## config.mk

```make
export PLATFORM = sky130hd
export DESIGN_NAME = matvec_engine
export DESIGN_NICKNAME = d
export VERILOG_FILES = /design/src/rtl/matvec_engine.sv
export SDC_FILE = /design/constraint.sdc
export NUM_CORES = 1
export LEC_CHECK = 0
export CAP_MARGIN = 30
export CORE_MARGIN = 1.5
export CORE_UTILIZATION = 54
export DETAILED_ROUTE_END_ITERATION = 10
export PLACE_DENSITY = 0.83
export REMOVE_ABC_BUFFERS = 1
export SYNTH_ARGS = -nofsm -noshare
export SYNTH_HDL_FRONTEND = slang
export SYNTH_SLANG_ARGS = --single-unit
export TNS_END_PERCENT = 50
```

## constraint.sdc

```tcl
create_clock -name clk -period 5 [get_ports clk]
set_input_delay 1 -clock clk [delete_from_list [all_inputs] [get_ports clk]]
set_output_delay 1 -clock clk [all_outputs]
set_load 0.05 [all_outputs]
```

## src/rtl/matvec_engine.sv

```systemverilog
// Matrix-vector multiply engine.
// Reads an N x N matrix row-major from an external synchronous RAM, multiplies
// it by a vector captured at start, and streams out one result per row.
//
// Result handshake: a row transfers on any rising edge where res_valid and
// res_ready are both 1. Once res_valid is raised, res_data/res_idx hold their
// values until that transfer happens; res_valid never drops without a transfer
// (except on reset).
module matvec_engine #(
  parameter int DATA_WIDTH = 8,
  parameter int N          = 4,
  parameter int DEPTH      = 16,
  localparam int ADDR_WIDTH = $clog2(DEPTH),
  localparam int IDX_WIDTH  = $clog2(N),
  localparam int RES_WIDTH  = 2 * DATA_WIDTH + $clog2(N)
) (
  input  logic                    clk,
  input  logic                    reset,
  input  logic                    start,
  input  logic [N*DATA_WIDTH-1:0] vec_in,
  output logic                    ram_rd_en,
  output logic [ADDR_WIDTH-1:0]   ram_addr,
  input  logic [DATA_WIDTH-1:0]   ram_rd_data,
  output logic [RES_WIDTH-1:0]    res_data,
  output logic [IDX_WIDTH-1:0]    res_idx,
  output logic                    res_valid,
  input  logic                    res_ready,
  output logic                    busy,
  output logic                    done,
  output logic [2:0]              dbg_state
);

  typedef enum logic [2:0] {
    IDLE  = 3'd0,
    READ  = 3'd1,
    DRAIN = 3'd2,
    EMIT  = 3'd3,
    FIN   = 3'd4
  } state_t;

  state_t                  state;
  logic [N*DATA_WIDTH-1:0] vec_reg;
  logic [RES_WIDTH-1:0]    acc [N];

  // Read pipeline: address issued last cycle, whose data is on ram_rd_data now
  logic                    p_valid;
  logic [ADDR_WIDTH-1:0]   p_addr;
  logic [IDX_WIDTH-1:0]    p_row;
  logic [IDX_WIDTH-1:0]    p_col;
  logic [DATA_WIDTH-1:0]   vec_elem;
  logic [RES_WIDTH-1:0]    product;
  logic                    start_accept;

  assign start_accept = (state == IDLE) && start;
  assign busy         = (state != IDLE);
  assign dbg_state    = state;

  assign p_row    = IDX_WIDTH'(p_addr / ADDR_WIDTH'(N));
  assign p_col    = IDX_WIDTH'(p_addr % ADDR_WIDTH'(N));
  assign vec_elem = vec_reg[p_col*DATA_WIDTH +: DATA_WIDTH];
  assign product  = RES_WIDTH'(ram_rd_data) * RES_WIDTH'(vec_elem);

  // Vector capture, read-data pipeline tracking and row accumulation
  always_ff @(posedge clk or posedge reset) begin
    if (reset) begin
      p_valid <= 1'b0;
      p_addr  <= '0;
      vec_reg <= '0;
      for (int i = 0; i < N; i++) acc[i] <= '0;
    end else begin
      p_valid <= ram_rd_en;
      p_addr  <= ram_addr;
      if (start_accept) begin
        vec_reg <= vec_in;
        for (int i = 0; i < N; i++) acc[i] <= '0;
      end else if (p_valid) begin
        acc[p_row] <= acc[p_row] + product;
      end
    end
  end

  // Control FSM with registered RAM strobe, result and completion outputs
  always_ff @(posedge clk or posedge reset) begin
    if (reset) begin
      state     <= IDLE;
      ram_rd_en <= 1'b0;
      ram_addr  <= '0;
      res_data  <= '0;
      res_idx   <= '0;
      res_valid <= 1'b0;
      done      <= 1'b0;
    end else begin
      case (state)
        IDLE: begin
          done <= 1'b0;
          if (start) begin
            state     <= READ;
            ram_rd_en <= 1'b1;
            ram_addr  <= '0;
          end
        end
        READ: begin
          if (ram_addr == ADDR_WIDTH'(DEPTH - 1)) begin
            state     <= DRAIN;
            ram_rd_en <= 1'b0;
            ram_addr  <= '0;
          end else begin
            ram_addr <= ram_addr + 1'b1;
          end
        end
        DRAIN: begin
          // Final read word is absorbed into the accumulators this cycle
          state   <= EMIT;
          res_idx <= '0;
        end
        EMIT: begin
          if (!res_valid) begin
            res_valid <= 1'b1;
            res_data  <= acc[res_idx];
          end else if (res_ready) begin
            if (res_idx == IDX_WIDTH'(N - 1)) begin
              state     <= FIN;
              res_valid <= 1'b0;
              res_data  <= '0;
              res_idx   <= '0;
              done      <= 1'b1;
            end else begin
              res_idx  <= res_idx + 1'b1;
              res_data <= acc[IDX_WIDTH'(res_idx + 1'b1)];
            end
          end
        end
        FIN: begin
          done  <= 1'b0;
          state <= IDLE;
        end
        default: begin
          state <= IDLE;
        end
      endcase
    end
  end

endmodule
```

Word-level counts from Yosys, hierarchy flattened
Cells that the tools add are included.
Widths: inputs -> output; s select.
{"block": "classes", "magnitude_cmp": 4, "shift": 1, "bitwise": 3, "mux": 40, "mul": 1, "n_reduce_logical": 15, "n_eq_ne": 12, "n_addsub": 3}
{"cell": "$mux 18", "n": 10}
{"cell": "$mux 72", "n": 2}
{"cell": "$bmux 18 s2", "n": 3}
{"cell": "$bwmux 72", "n": 1}
{"cell": "$demux 18 s2", "n": 1}
{"cell": "$shiftx 32x6->8", "n": 1}
{"cell": "$add 18x16->18", "n": 1}
{"cell": "$mul 8x8->16", "n": 1}
{"cell": "$mux 3", "n": 5}
{"cell": "$pmux 3 s4", "n": 1}
{"cell": "$ne 2x2->1 const B", "n": 5}
{"cell": "$ge 3x3->1 const B", "n": 3}
{"cell": "$not 2->3", "n": 3}
{"cell": "$mux 1", "n": 8}
{"cell": "$mux 4", "n": 2}
{"cell": "$pmux 4 s2", "n": 1}
{"cell": "$reduce_bool 2->1", "n": 4}
{"cell": "$eq 3x2->1 const B", "n": 2}
{"cell": "$mux 2", "n": 3}
{"cell": "$reduce_and 3->1", "n": 2}
{"cell": "$reduce_and 5->1", "n": 1}
{"cell": "$add 4x1->4 const B", "n": 1}
{"cell": "$eq 4x4->1 const B", "n": 1}
{"cell": "$pmux 1 s2", "n": 2}
{"cell": "13 further kinds", "n": 15}
{"block": "totals", "output_inout_bits": 31, "elab_cells": 93, "reg_bits": 139}

Longest topological paths before layout
{"block": "logic_depth", "ltp_word": 8, "ltp_mapped": 20, "mapped_depth_nobuf": 18}

Least setup slack after synthesis
OpenSTA, ideal clock, no wires.
{"block": "synth_timing", "path_kind": "register to register", "startpoint": "register p_addr[0]", "endpoint": "register acc[14] in the netlist's numbering", "slack_ns": 0.122, "arrival_ns": 4.753, "path_buffers": 2, "synth_period_minus_slack_ns": 4.878, "stages_incl_launch_ff": 18, "required_ns": 4.875, "path_cell_list": "dfrtp_1 buf_2 mux4_2 and2_1 fa_1 fa_1 fa_1 inv_1 fa_1 inv_1 ha_1 clkbuf_2 a21oi_1 o22ai_1 o21a_1 a311oi_4 or4_1 nand3_1"}
{"block": "synth_via", "elab_chain_len": 6}
{"item": "start: declaration", "line": "47", "source": "logic [ADDR_WIDTH-1:0] p_addr;"}
{"item": "start signal: assignment", "line": "72", "source": "p_addr <= ram_addr;"}
{"item": "$shiftx 32x6->8", "line": "60", "source": "assign vec_elem = vec_reg[p_col*DATA_WIDTH +: DATA_WIDTH];"}
{"item": "$mul 8x8->16", "line": "61", "source": "assign product = RES_WIDTH'(ram_rd_data) * RES_WIDTH'(vec_elem);"}
{"item": "$add 18x16->18", "line": "77", "source": "acc[p_row] <= acc[p_row] + product;"}
{"item": "$bwmux 72", "line": "77"}
{"item": "$mux 72", "line": "76", "source": "end else if (p_valid) begin"}
{"item": "$mux 72", "line": "73", "source": "if (start_accept) begin"}
{"item": "end signal: indexed assignment", "line": "77"}
{"item": "end: declaration", "line": "43", "source": "logic [RES_WIDTH-1:0] acc [N];"}
No other way between the ends. The select of a mux whose other input is x is not followed.
A chain may end at the register's enable or synchronous reset.

Worst setup path after layout
{"block": "layout_timing", "startpoint": "register p_addr[0]", "endpoint": "register acc[50] in the netlist's numbering"}
The elaborated chain is that of the path after synthesis.

==> results.env <==
STATUS='finished with violations'
FAILED_CHECKS='setup timing'
WORST_HOLD_PATH_TYPE='flop to flop'
MIN_PERIOD_OVER_PERIOD=1.00
SYNTH_LARGEST_TYPE_AREA_FRACTION=0.358
DRV.MAX_CAP_VIOLATION_COUNT=0
SLEW_VIOL_FINAL=0
MULTI_INPUT_COMB_AREA_UM2=5880
CRIT_PATH_TOP_DELAY_CELL='mux4_2'
HOLDWS_NS=0.459
FF_LATCH_AREA_UM2=3480
GRT_ANTENNA_BEFORE_REPAIR=0
POSTROUTEANTENNANETS=0
WORSTSKEWPAIRLATENCY_NS=0.43
RSZ0062_AT_GRT='true'
CP.ARRIVAL_NS=5.36
SYNTH-SIMPLE-AREA-SHARE=0.158
DPL-INSTANCE-AREA_UM2=11000
LARGEST_FAMILY_OF_LOGIC_CELLS_BY_SYNTHESIZED_AREA='simple AND/OR/NAND/NOR gates'
YOSYS.AREA_SHARE.ADDER=0.157
SETUP_VIOL_COUNT_FINAL=1
ANTENNA_CELLS=0
DR_TOTAL_VIAS=8111
YOSYS-TOP-CELLS-AREA='dfrtp_1 (36%), mux4_2 (14%), fa_1 (10%)'
FLOORPLAN.CORE_AREA_UM2=17400
MAXIMUM_NUMBER_OF_PINS_ON_ONE_NET_BEFORE_GLOBAL_ROUTE_REPAIR=106
POST_SYNTH_XOR_AREA_FRACTION=0.00993
FIRST_PASS_GRT_WIRE_LENGTH_UM=41500
SYNTH_FF_TYPE='dfrtp_1'
SYNTH-SEQ-AREA-SHARE=0.358
NFILLCELLS=1236
DIE-WIDTH_UM=137
FINAL_CORE_UTIL=0.688
POST_SYNTH_MOST_FREQUENT_CELLS='nand2_1 (217), dfrtp_1 (139), inv_1 (103)'
SYNTH.AREA.MUX_SHARE=0.145
YOSYSWARNINGCOUNT=0
PLACEMENT_ROWS=48
WORST_SETUP_PATH_START_KIND='flop'
POST_SYNTH_INST_COUNT=983
CLKTRANSATPATHREGS_NS=0.06
TOTAL_WIRE_LENGTH_UM=26000
IOS=75
FLOORPLAN.INITIALDENSITY=0.557
INITIAL_DRT_MARKERS=678
CHIPHEIGHT_UM=137
DESIGN.FINAL.NETS=1232
DETAIL_ROUTE.WL_PER_CELL_UM=19.5
DRT-PASS1-ITER-COUNT=5
FINISH.INSTANCE_AREA_UM2=12000
ROUTE.DETAILED.DRC=0
CRIT_REQUIRED_NS=5.36
FINALWORSTSETUPSLACK_NS=-0.000183
AREA_GROWTH_PCT=23.5
CLOCK_TREE.BUFFER_DEPTH=2
CTS.HTREE.LEVELS=4
CLOCK_SINKS=139
CRITICAL_PATH.CELL_CHAIN='buf_12, mux4_2, and2_4, fa_1, fa_1, fa_1, inv_2, fa_1, inv_2, ha_4, buf_6, nand3_2, o22ai_2, o21a_1, a311oi_4, or4_1, nand3_2'
PORT_BUFFER_COUNT=74
CRIT_PATH_FREQUENT_CELL='fa_1'
GLOBALROUTE.TOTALOVERFLOW=0
AREA_OF_THE_DIE_UM2=18800
GR-USAGE-ALL-LAYERS=0.293
SYNTH_EDF_COUNT=0
SYNTH.CELL_AREA_UM2=9700
LAYOUT-DRIVE-GT1-SHARE=0.206
VIA_COUNT_OF_THE_FIRST_GLOBAL_ROUTING_PASS=8333
FINALWORSTPATHREQUIREDPERIOD_NS=5.00
CLOCK-ROOT-BUFFER='clkbuf_16'
FINALCLOCKSKEW_NS=0.0105
SYNTH_TOP_CELL_BY_AREA='dfrtp_1'
MAX_FREQ_GHz=0.200
FINALHOLDVIOLCOUNT=0
SYNTH_COMPOUND_GATE_AREA_SHARE=0.108
CRIT_FANOUT=8
SLEW_HEADROOM=0.287
PRECTSSETUPSLACK_NS=-0.580
SYNTHESIS.AREA_PER_INSTANCE_UM2=9.87
GP_ROUTABILITY_CONGESTION=0.869
MOST_FREQUENT_CELL_AFTER_SYNTHESIS='nand2_1'
TIMING.CRITICAL_PATH.SLOWEST_CELL_DELAY_NS=0.62
PLACE_HPWL_UM=17100
YS_ASYNC_RST_SHARE=1.00
LARGEST_REGISTER_FF_COUNT=72
VIAS_PER_STD_CELL=6.08
CTS_INSERTED_BUFFERS=17
WORST_SETUP_PATH_END_KIND='flop'
WORST-SLEW-PIN-TRANSITION_NS=1.07
TRITONCTS='yes'
SYNTHDISTINCTLIBCELLS=52
WORSTSETUPPATHTYPE='flop to flop'
YOSYS_REGISTER_BITS=139
[area by class of cell]
cell class              instances  share of cell area
multi-input cells             688               0.491
repair buffers                147               0.115
well taps                     225              0.0235
inverters                     103              0.0327
flip-flops and latches        139               0.290
clock inverters                10             0.00992
clock buffers                  22              0.0379
[cells in the final DEF (no fill, tap or decap), types with 5 or more instances in the layout]
cell type	n
nand2_1	211
dfrtp_1	137
inv_1	99
a21oi_1	70
clkdlybuf4s50_1	67
buf_4	64
mux4_2	62
fa_1	45
nor2_1	35
ha_1	34
o21ai_0	30
nand3_1	30
and2_1	30
a22oi_1	18
clkbuf_16	17
and2_4	10
ha_4	8
a21oi_2	7
dlygate4sd2_1	7
nand4_1	6
nand2_2	6
xnor2_1	5
xor2_1	5
a211oi_1	5
o21ai_1	5
a22o_1	5
fa_2	5
[worst max-delay path, delay by kind of cell, from the launching register on]
| family | cells | cell delay [ns] |
|---|---|---|
| compound gates | 3 | 0.40 |
| fa+ha+maj | 5 | 2.32 |
| buf+inv | 4 | 0.35 |
| mux | 1 | 0.62 |
| flops | 1 | 0.37 |
| simple gates | 4 | 0.88 |
[logic make-up (layout without fill, tap and decap cells)]
logic type	Yosys count	count (layout)
fa+ha+maj	92	92
flops	139	139
simple gates	351	351
xor+xnor	11	11
buf+inv	156	282
compound gates	171	171
mux	63	63
[per-layer routing]
metal  wire (µm)  vias to the layer above  GRT usage
li1            -                     3572          -
met1       10100                     4083      0.371
met2       13000                      383      0.481
met3        1890                       73     0.0704
met4        1030                        0      0.128
met5           0                        -          0
[what timing repair did]
| action | CTS | global route |
|---|---|---|
| pin swaps | 3 | 39 |
| setup buffers | 1 | 6 |
| resized for setup | 15 | 56 |
| setup endpoints to repair | 34 | 36 |
| hold buffers | 0 | 0 |
[worst paths after layout]
check	depth (start not counted)	startpoint	slack (ns)	to
worst max-delay path	17	p_addr[0]	-0.0002	acc[50]
worst min-delay path	0	ram_rd_en	0.46	p_valid
worst max register to register	17	p_addr[0]	-0.0002	acc[50]
worst min register to register	0	ram_rd_en	0.46	p_valid
max in group asynchronous	4	reset	3.12	acc[69]
min in group asynchronous	2	reset	0.87	vec_reg[12]
[per-stage QoR]
| stage | setup TNS [ns] | cells |
|---|---|---|
| after floorplan | -0.995 | 930 |
| after global placement | -14.34 | 1292 |
| after detailed placement | -20.25 | 1292 |
| after CTS | 0 | 1325 |
| after global routing | -3.61 | 1334 |
| final | -0.000183 | 1334 |
Power is not shown: default switching activity piles up to over one toggle a cycle in this logic, so the estimate is an artifact.
